==> src/rtl/fp_div_pkg.sv <==
// ============================================================================
// Module      : fp_div_pkg
// Description : Shared constants and FSM state type for the FP divider
//               post-divide stage.
// Revision    : 1.0 - initial release
// ============================================================================
`default_nettype none

package fp_div_pkg;

    localparam int EXP_W  = 8;
    localparam int MANT_W = 23;
    localparam int BIAS   = 127;

    typedef enum logic [1:0] {
        IDLE  = 2'd0,
        NORM  = 2'd1,
        ROUND = 2'd2,
        DONE  = 2'd3
    } state_e;

    localparam logic [EXP_W+MANT_W:0] QNAN = {1'b0, {EXP_W{1'b1}}, 1'b1, {(MANT_W-1){1'b0}}};
    localparam logic [EXP_W+MANT_W-1:0] INF = {{EXP_W{1'b1}}, {MANT_W{1'b0}}};

endpackage

`default_nettype wire

==> src/rtl/fp_round_inc.sv <==
// ============================================================================
// Module      : fp_round_inc
// Description : Combinational mantissa incrementer with carry-out. Rounds to
//               nearest-even when FP_DIV_RNE_ROUND_EN is defined, otherwise
//               truncates (round toward zero).
// Revision    : 1.0 - initial release
// ============================================================================
`default_nettype none

module fp_round_inc #(
    parameter int MANT_W = 23
) (
    input  logic [MANT_W-1:0] mantIn,
    input  logic              guardBit,
    input  logic              stickyBit,
    input  logic              lsbBit,
    output logic [MANT_W-1:0] mantOut,
    output logic              carryOut
);

    logic wIncrement;

`ifdef FP_DIV_RNE_ROUND_EN
    assign wIncrement = guardBit & (stickyBit | lsbBit);
`else
    // Truncation never increments; the round bits only feed the inexact flag upstream.
    logic unusedRtzInputs;
    assign unusedRtzInputs = guardBit ^ stickyBit ^ lsbBit;
    assign wIncrement      = 1'b0;
`endif

    assign {carryOut, mantOut} = {1'b0, mantIn} + {{MANT_W{1'b0}}, wIncrement};

endmodule

`default_nettype wire

==> src/rtl/fp_div_normalize_round.sv <==
// ============================================================================
// Module      : fp_div_normalize_round
// Description : Post-divide normalize / round / range-check / pack stage with
//               valid-ready output. Rounding mode selected by macro
//               FP_DIV_RNE_ROUND_EN (defined: RNE, undefined: toward zero).
// Revision    : 1.0 - initial release
// ============================================================================
`default_nettype none

module fp_div_normalize_round
    import fp_div_pkg::*;
#(
    parameter int EXP_W  = fp_div_pkg::EXP_W,
    parameter int MANT_W = fp_div_pkg::MANT_W,
    parameter int Q_W    = MANT_W + 3,
    parameter int BIAS   = fp_div_pkg::BIAS
) (
    input  logic                    clock,
    input  logic                    reset,
    input  logic                    in_valid,
    output logic                    in_ready,
    input  logic [Q_W-1:0]          q_in,
    input  logic                    rem_nz,
    input  logic [EXP_W+1:0]        exp_in,
    input  logic                    sign_in,
    input  logic                    sp_nan,
    input  logic                    sp_inf,
    input  logic                    sp_zero,
    output logic                    out_valid,
    input  logic                    out_ready,
    output logic [EXP_W+MANT_W:0]   result,
    output logic                    flag_ovf,
    output logic                    flag_unf,
    output logic                    flag_inx
);

    localparam int RES_W = 1 + EXP_W + MANT_W;
    // All-ones biased exponent; for IEEE formats 2^EXP_W-1 == 2*BIAS+1.
    localparam logic [EXP_W+1:0] C_EXP_INF = (EXP_W+2)'(2 * BIAS + 1);
    localparam logic [RES_W-1:0] C_QNAN    = {1'b0, {EXP_W{1'b1}}, 1'b1, {(MANT_W-1){1'b0}}};
    localparam logic [EXP_W+1:0] C_ONE     = (EXP_W+2)'(1);

    state_e rState;
    state_e wNextState;

    logic [Q_W-1:0]    rQ;
    logic              rRemNz;
    logic [EXP_W+1:0]  rExpIn;
    logic              rSign;
    logic              rSpNan;
    logic              rSpInf;
    logic              rSpZero;

    logic [MANT_W-1:0] rMant;
    logic              rGuard;
    logic              rSticky;
    logic [EXP_W+1:0]  rExpNorm;

    logic              wCapture;
    logic [MANT_W-1:0] wMantNorm;
    logic              wGuardNorm;
    logic              wStickyNorm;
    logic [EXP_W+1:0]  wExpNorm;
    logic [MANT_W-1:0] wMantRnd;
    logic              wCarry;
    logic [EXP_W+1:0]  wExpRnd;
    logic [RES_W-1:0]  wPacked;
    logic              wOvf;
    logic              wUnf;
    logic              wInx;

    // ---------------- FSM: state register ----------------
    always_ff @(posedge clock or posedge reset) begin
        if (reset) rState <= IDLE;
        else       rState <= wNextState;
    end

    // ---------------- FSM: next state ----------------
    always_comb begin
        wNextState = rState;
        case (rState)
            IDLE:    if (in_valid)  wNextState = NORM;
            NORM:                   wNextState = ROUND;
            ROUND:                  wNextState = DONE;
            DONE:    if (out_ready) wNextState = IDLE;
            default:                wNextState = IDLE;
        endcase
    end

    // ---------------- FSM: outputs ----------------
    always_comb begin
        in_ready  = 1'b0;
        out_valid = 1'b0;
        case (rState)
            IDLE:    in_ready  = 1'b1;
            DONE:    out_valid = 1'b1;
            default: ;
        endcase
    end

    assign wCapture = (rState == IDLE) && in_valid;

    // Divider guarantees q[Q_W-2]=1 whenever q[Q_W-1]=0, so one shift is enough.
    always_comb begin
        if (rQ[Q_W-1]) begin
            wMantNorm   = rQ[Q_W-2:2];
            wGuardNorm  = rQ[1];
            wStickyNorm = rQ[0] | rRemNz;
            wExpNorm    = rExpIn;
        end else begin
            wMantNorm   = rQ[Q_W-3:1];
            wGuardNorm  = rQ[0];
            wStickyNorm = rRemNz;
            wExpNorm    = rExpIn - C_ONE;
        end
    end

    fp_round_inc #(
        .MANT_W (MANT_W)
    ) u_roundInc (
        .mantIn    (rMant),
        .guardBit  (rGuard),
        .stickyBit (rSticky),
        .lsbBit    (rMant[0]),
        .mantOut   (wMantRnd),
        .carryOut  (wCarry)
    );

    // Carry-out leaves the mantissa at zero, so only the exponent needs the bump.
    assign wExpRnd = rExpNorm + {{(EXP_W+1){1'b0}}, wCarry};

    always_comb begin
        wPacked = {rSign, wExpRnd[EXP_W-1:0], wMantRnd};
        wOvf    = 1'b0;
        wUnf    = 1'b0;
        wInx    = rGuard | rSticky;
        if (rSpNan) begin
            wPacked = C_QNAN;
            wInx    = 1'b0;
        end else if (rSpInf) begin
            wPacked = {rSign, {EXP_W{1'b1}}, {MANT_W{1'b0}}};
            wInx    = 1'b0;
        end else if (rSpZero) begin
            wPacked = {rSign, {(EXP_W+MANT_W){1'b0}}};
            wInx    = 1'b0;
        end else if (wExpRnd[EXP_W+1] || (wExpRnd == '0)) begin
            // Negative or zero biased exponent: flush to signed zero.
            wPacked = {rSign, {(EXP_W+MANT_W){1'b0}}};
            wUnf    = 1'b1;
            wInx    = 1'b1;
        end else if (wExpRnd >= C_EXP_INF) begin
            wPacked = {rSign, {EXP_W{1'b1}}, {MANT_W{1'b0}}};
            wOvf    = 1'b1;
            wInx    = 1'b1;
        end
    end

    // ---------------- Datapath registers ----------------
    always_ff @(posedge clock or posedge reset) begin
        if (reset) begin
            rQ       <= '0;
            rRemNz   <= 1'b0;
            rExpIn   <= '0;
            rSign    <= 1'b0;
            rSpNan   <= 1'b0;
            rSpInf   <= 1'b0;
            rSpZero  <= 1'b0;
            rMant    <= '0;
            rGuard   <= 1'b0;
            rSticky  <= 1'b0;
            rExpNorm <= '0;
            result   <= '0;
            flag_ovf <= 1'b0;
            flag_unf <= 1'b0;
            flag_inx <= 1'b0;
        end else begin
            if (wCapture) begin
                rQ      <= q_in;
                rRemNz  <= rem_nz;
                rExpIn  <= exp_in;
                rSign   <= sign_in;
                rSpNan  <= sp_nan;
                rSpInf  <= sp_inf;
                rSpZero <= sp_zero;
            end
            if (rState == NORM) begin
                rMant    <= wMantNorm;
                rGuard   <= wGuardNorm;
                rSticky  <= wStickyNorm;
                rExpNorm <= wExpNorm;
            end
            if (rState == ROUND) begin
                result   <= wPacked;
                flag_ovf <= wOvf;
                flag_unf <= wUnf;
                flag_inx <= wInx;
            end
        end
    end

endmodule

`default_nettype wire

==> config.mk <==
export PLATFORM = sky130hd
export DESIGN_NAME = fp_div_normalize_round
export DESIGN_NICKNAME = d
export VERILOG_FILES = /design/src/rtl/fp_div_pkg.sv /design/src/rtl/fp_round_inc.sv /design/src/rtl/fp_div_normalize_round.sv
export SDC_FILE = /design/constraint.sdc
export NUM_CORES = 1
export LEC_CHECK = 0
export CAP_MARGIN = 10
export CORE_MARGIN = 4
export CORE_UTILIZATION = 45
export CTS_BUF_LIST = sky130_fd_sc_hd__clkbuf_8
export CTS_CLUSTER_DIAMETER = 60
export CTS_CLUSTER_SIZE = 40
export DETAILED_ROUTE_END_ITERATION = 7
export PLACE_DENSITY = 0.7
export SLEW_MARGIN = 20
export SYNTH_ARGS = -nofsm -noshare
export SYNTH_HDL_FRONTEND = slang
export SYNTH_SLANG_ARGS = --single-unit
==> constraint.sdc <==
create_clock -name clock -period 5.7 [get_ports clock]
set_input_delay 0.57 -clock clock [delete_from_list [all_inputs] [get_ports clock]]
set_output_delay 0.57 -clock clock [all_outputs]
set_load 0.1 [all_outputs]
==> impl_metrics.toml <==
[placed_design]
dp_hpwl_mm = 6.31
routabilityCongestion = 0.789
portBuffers = 81
placed_cell_area_um2 = 5610

[grt]
grt_pass1_vias = 3198
grt_pass1_wl_mm = 15.4
grt_overflow_total = 0
grt_use_total = 0.166
antenna_found_initial = 0
grt_max_degree = 69

[job]
maxCapViolCount = 0

[route]
wl_per_cell_um = 15.5
ant_nets = 0
drc_errors = 0
firstDrtPassIters = 4
wl_mm = 9.44
vias = 3142
dr_wl_met2_mm = 4.60
first_iter_violations = 69
highest_layer = "met4"
avgViaCountPerCell = 5.16
wl_met3_um = 465
wl_met1_mm = 4.25

[timing]
finalHoldViolCount = 0
period_needed_ns = 2.89
report.final.slew_viol_count = 0
final-setup-viol-count = 0
max_freq_mhz = 345
relSlewSlack = 0.345
whs_ns = 0.492
worst_slew_pin_slew_ns = 0.980
finClkSkew_ns = 0.0168
setup_tns_ns = 0
rsz0062_at_grt = "false"
period_share = 0.508

[final_layout]
mostFrequentLayoutCell = "dfrtp_1"
utilization = 0.585
drive_above_1_share = 0.182
nNetsFinal = 510
fin_area_um2 = 6010
fillerInstances = 857
layout_common_cells = "dfrtp_1, clkdlybuf4s50_1, nor2_1, mux2_2, a21oi_1"
area_delta_synth_final_pct = 27.6
n_antenna_cell = 0

[synth]
ys.warnings.count = 0
synth_seq_cells = 113
yosys-top-cells-area = "dfrtp_1, mux2_2, mux2i_1"
synth_fp_nets = 431
synth_top_cell_area_share = 0.600
async_flop_share = 1.00
synthFlopType = "dfrtp_1"
ys_seq_area_frac = 0.600
synth_cell_types = 36
syn_inst = 381
synth_edf_count = 0
synth.avg_cell_area_um2 = 12.4
netlist_area_um2 = 4710
synth_area_leader_cell = "dfrtp_1"

[clock_network]
ctsResizeCount = 0
cts_tree = "done"
ctsHoldBuffers = 0
htreeDepth = 4
cts_root_buf = "clkbuf_8"
clock_path_buffers = 2
cts_inserted_buffers = 17
clkSlewWorstSetupHoldPaths_ns = 0.07
post-cts-setup-buffers = 0
clock_latency_ns = 0.42
cts.sinks = 113

[floorplan]
dieArea_um2 = 12200
start_util = 0.458
die_h_um = 110
rows = 37
coreArea_um2 = 10300
die_width_um = 110
io_pins = 82

[power]
pwr_density_cell_nw_per_um2 = 621
clockPowerShare = 0.195
vdd_ir_drop_max_mv = 0.325
power_frac_seq = 0.392
switching_share = 0.428
combPwrFrac = 0.413
p_leak_nw = 2.56
switching_power_mw = 1.60
p_int_mw = 2.13

[min_path]
min_path_type = "reg -> reg"

[setup_path]
critPathCaptureType = "output port"
start_kind = "flip-flop"
worstPathRequired_ns = 5.13
crit_fanout = 4
arrival_ns = 2.32
crit_type = "reg -> out"

[status]
status = "complete, no violations"
[final timing paths]
path	startpoint	end	slack, ns	depth (start not counted)
min in group asynchronous	reset	rQ[10]	0.66	2
max	rState[1]	in_ready	2.81	3
max in group asynchronous	reset	rExpNorm[3]	3.92	3
min reg2reg	rMant[18]	result[18]	0.49	1
max reg2reg	rState[0]	result[4]	3.36	7
min	rMant[18]	result[18]	0.49	1
[registers in the layout, indices dropped and copies added (netlist names), 2 cells and up]
| register | count |
|---|---|
| rExpIn | 10 |
| rExpNorm | 10 |
| result | 32 |
| rMant | 23 |
| rQ | 26 |
| rState | 2 |
[power groups by stage]
stage / sequential, mW / combinational [mW] / clock (mW)
finish: 1.46 / 1.54 / 0.727
global route: 1.52 / 1.66 / 0.782
CTS: 1.46 / 1.55 / 0.742
detailed placement: 1.48 / 1.54 / 0
global placement: 1.46 / 1.50 / 0
floorplan: 1.77 / 0.879 / 0
[per-stage QoR]
step	setup slack [ns]	instances	power (mW)
6_report	2.81	609	3.73
5_1_grt	2.66	609	3.96
3_3_place_gp	3.19	577	2.97
4_1_cts	2.78	609	3.76
3_5_place_dp	3.04	577	3.02
2_1_floorplan	2.14	381	2.65
[routing by layer]
| metal | vias to the layer above | GRT usage |
|---|---|---|
| li1 | 1509 | - |
| met1 | 1548 | 0.214 |
| met2 | 75 | 0.263 |
| met3 | 10 | 0.0518 |
| met4 | 0 | 0.0642 |
| met5 | - | 0 |
[critical path: stages, from the launching register on]
cell and delay (ns):
dfrtp_1 0.40, inv_1 0.10, ha_1 0.24, clkdlybuf4s50_1 1.16
[cells in the mapped netlist (6+ instances only)]
library cell,count
a21oi_1,42
mux2_2,43
inv_1,6
nor2_1,48
o21ai_0,11
clkbuf_1,13
dfrtp_1,113
mux2i_1,24
buf_1,6
a22o_1,23
[layout make-up]
| type | instances | area (um^2) | share of cell area |
|---|---|---|---|
| Multi-Input combinational cell | 237 | 1760 | 0.292 |
| Sequential cell | 113 | 2830 | 0.471 |
| Tap cell | 136 | 170 | 0.0283 |
| Clock buffer | 18 | 248 | 0.0412 |
| Clock inverter | 14 | 144 | 0.0239 |
| Timing Repair Buffer | 84 | 833 | 0.139 |
| Inverter | 7 | 28.8 | 0.00479 |
[cells by family after synthesis]
| logic type | count (synthesis) | synth area share |
|---|---|---|
| flip-flops | 113 | 0.600 |
| AO/OA/AOI/OAI | 82 | 0.111 |
| AND/OR/NAND/NOR | 74 | 0.0765 |
| multiplexers | 67 | 0.154 |
| buffers and inverters | 31 | 0.0287 |
| XOR/XNOR | 9 | 0.0167 |
| adder cells (fa/ha/maj) | 5 | 0.0133 |
Note: power is estimated with default switching activity, not from simulation.
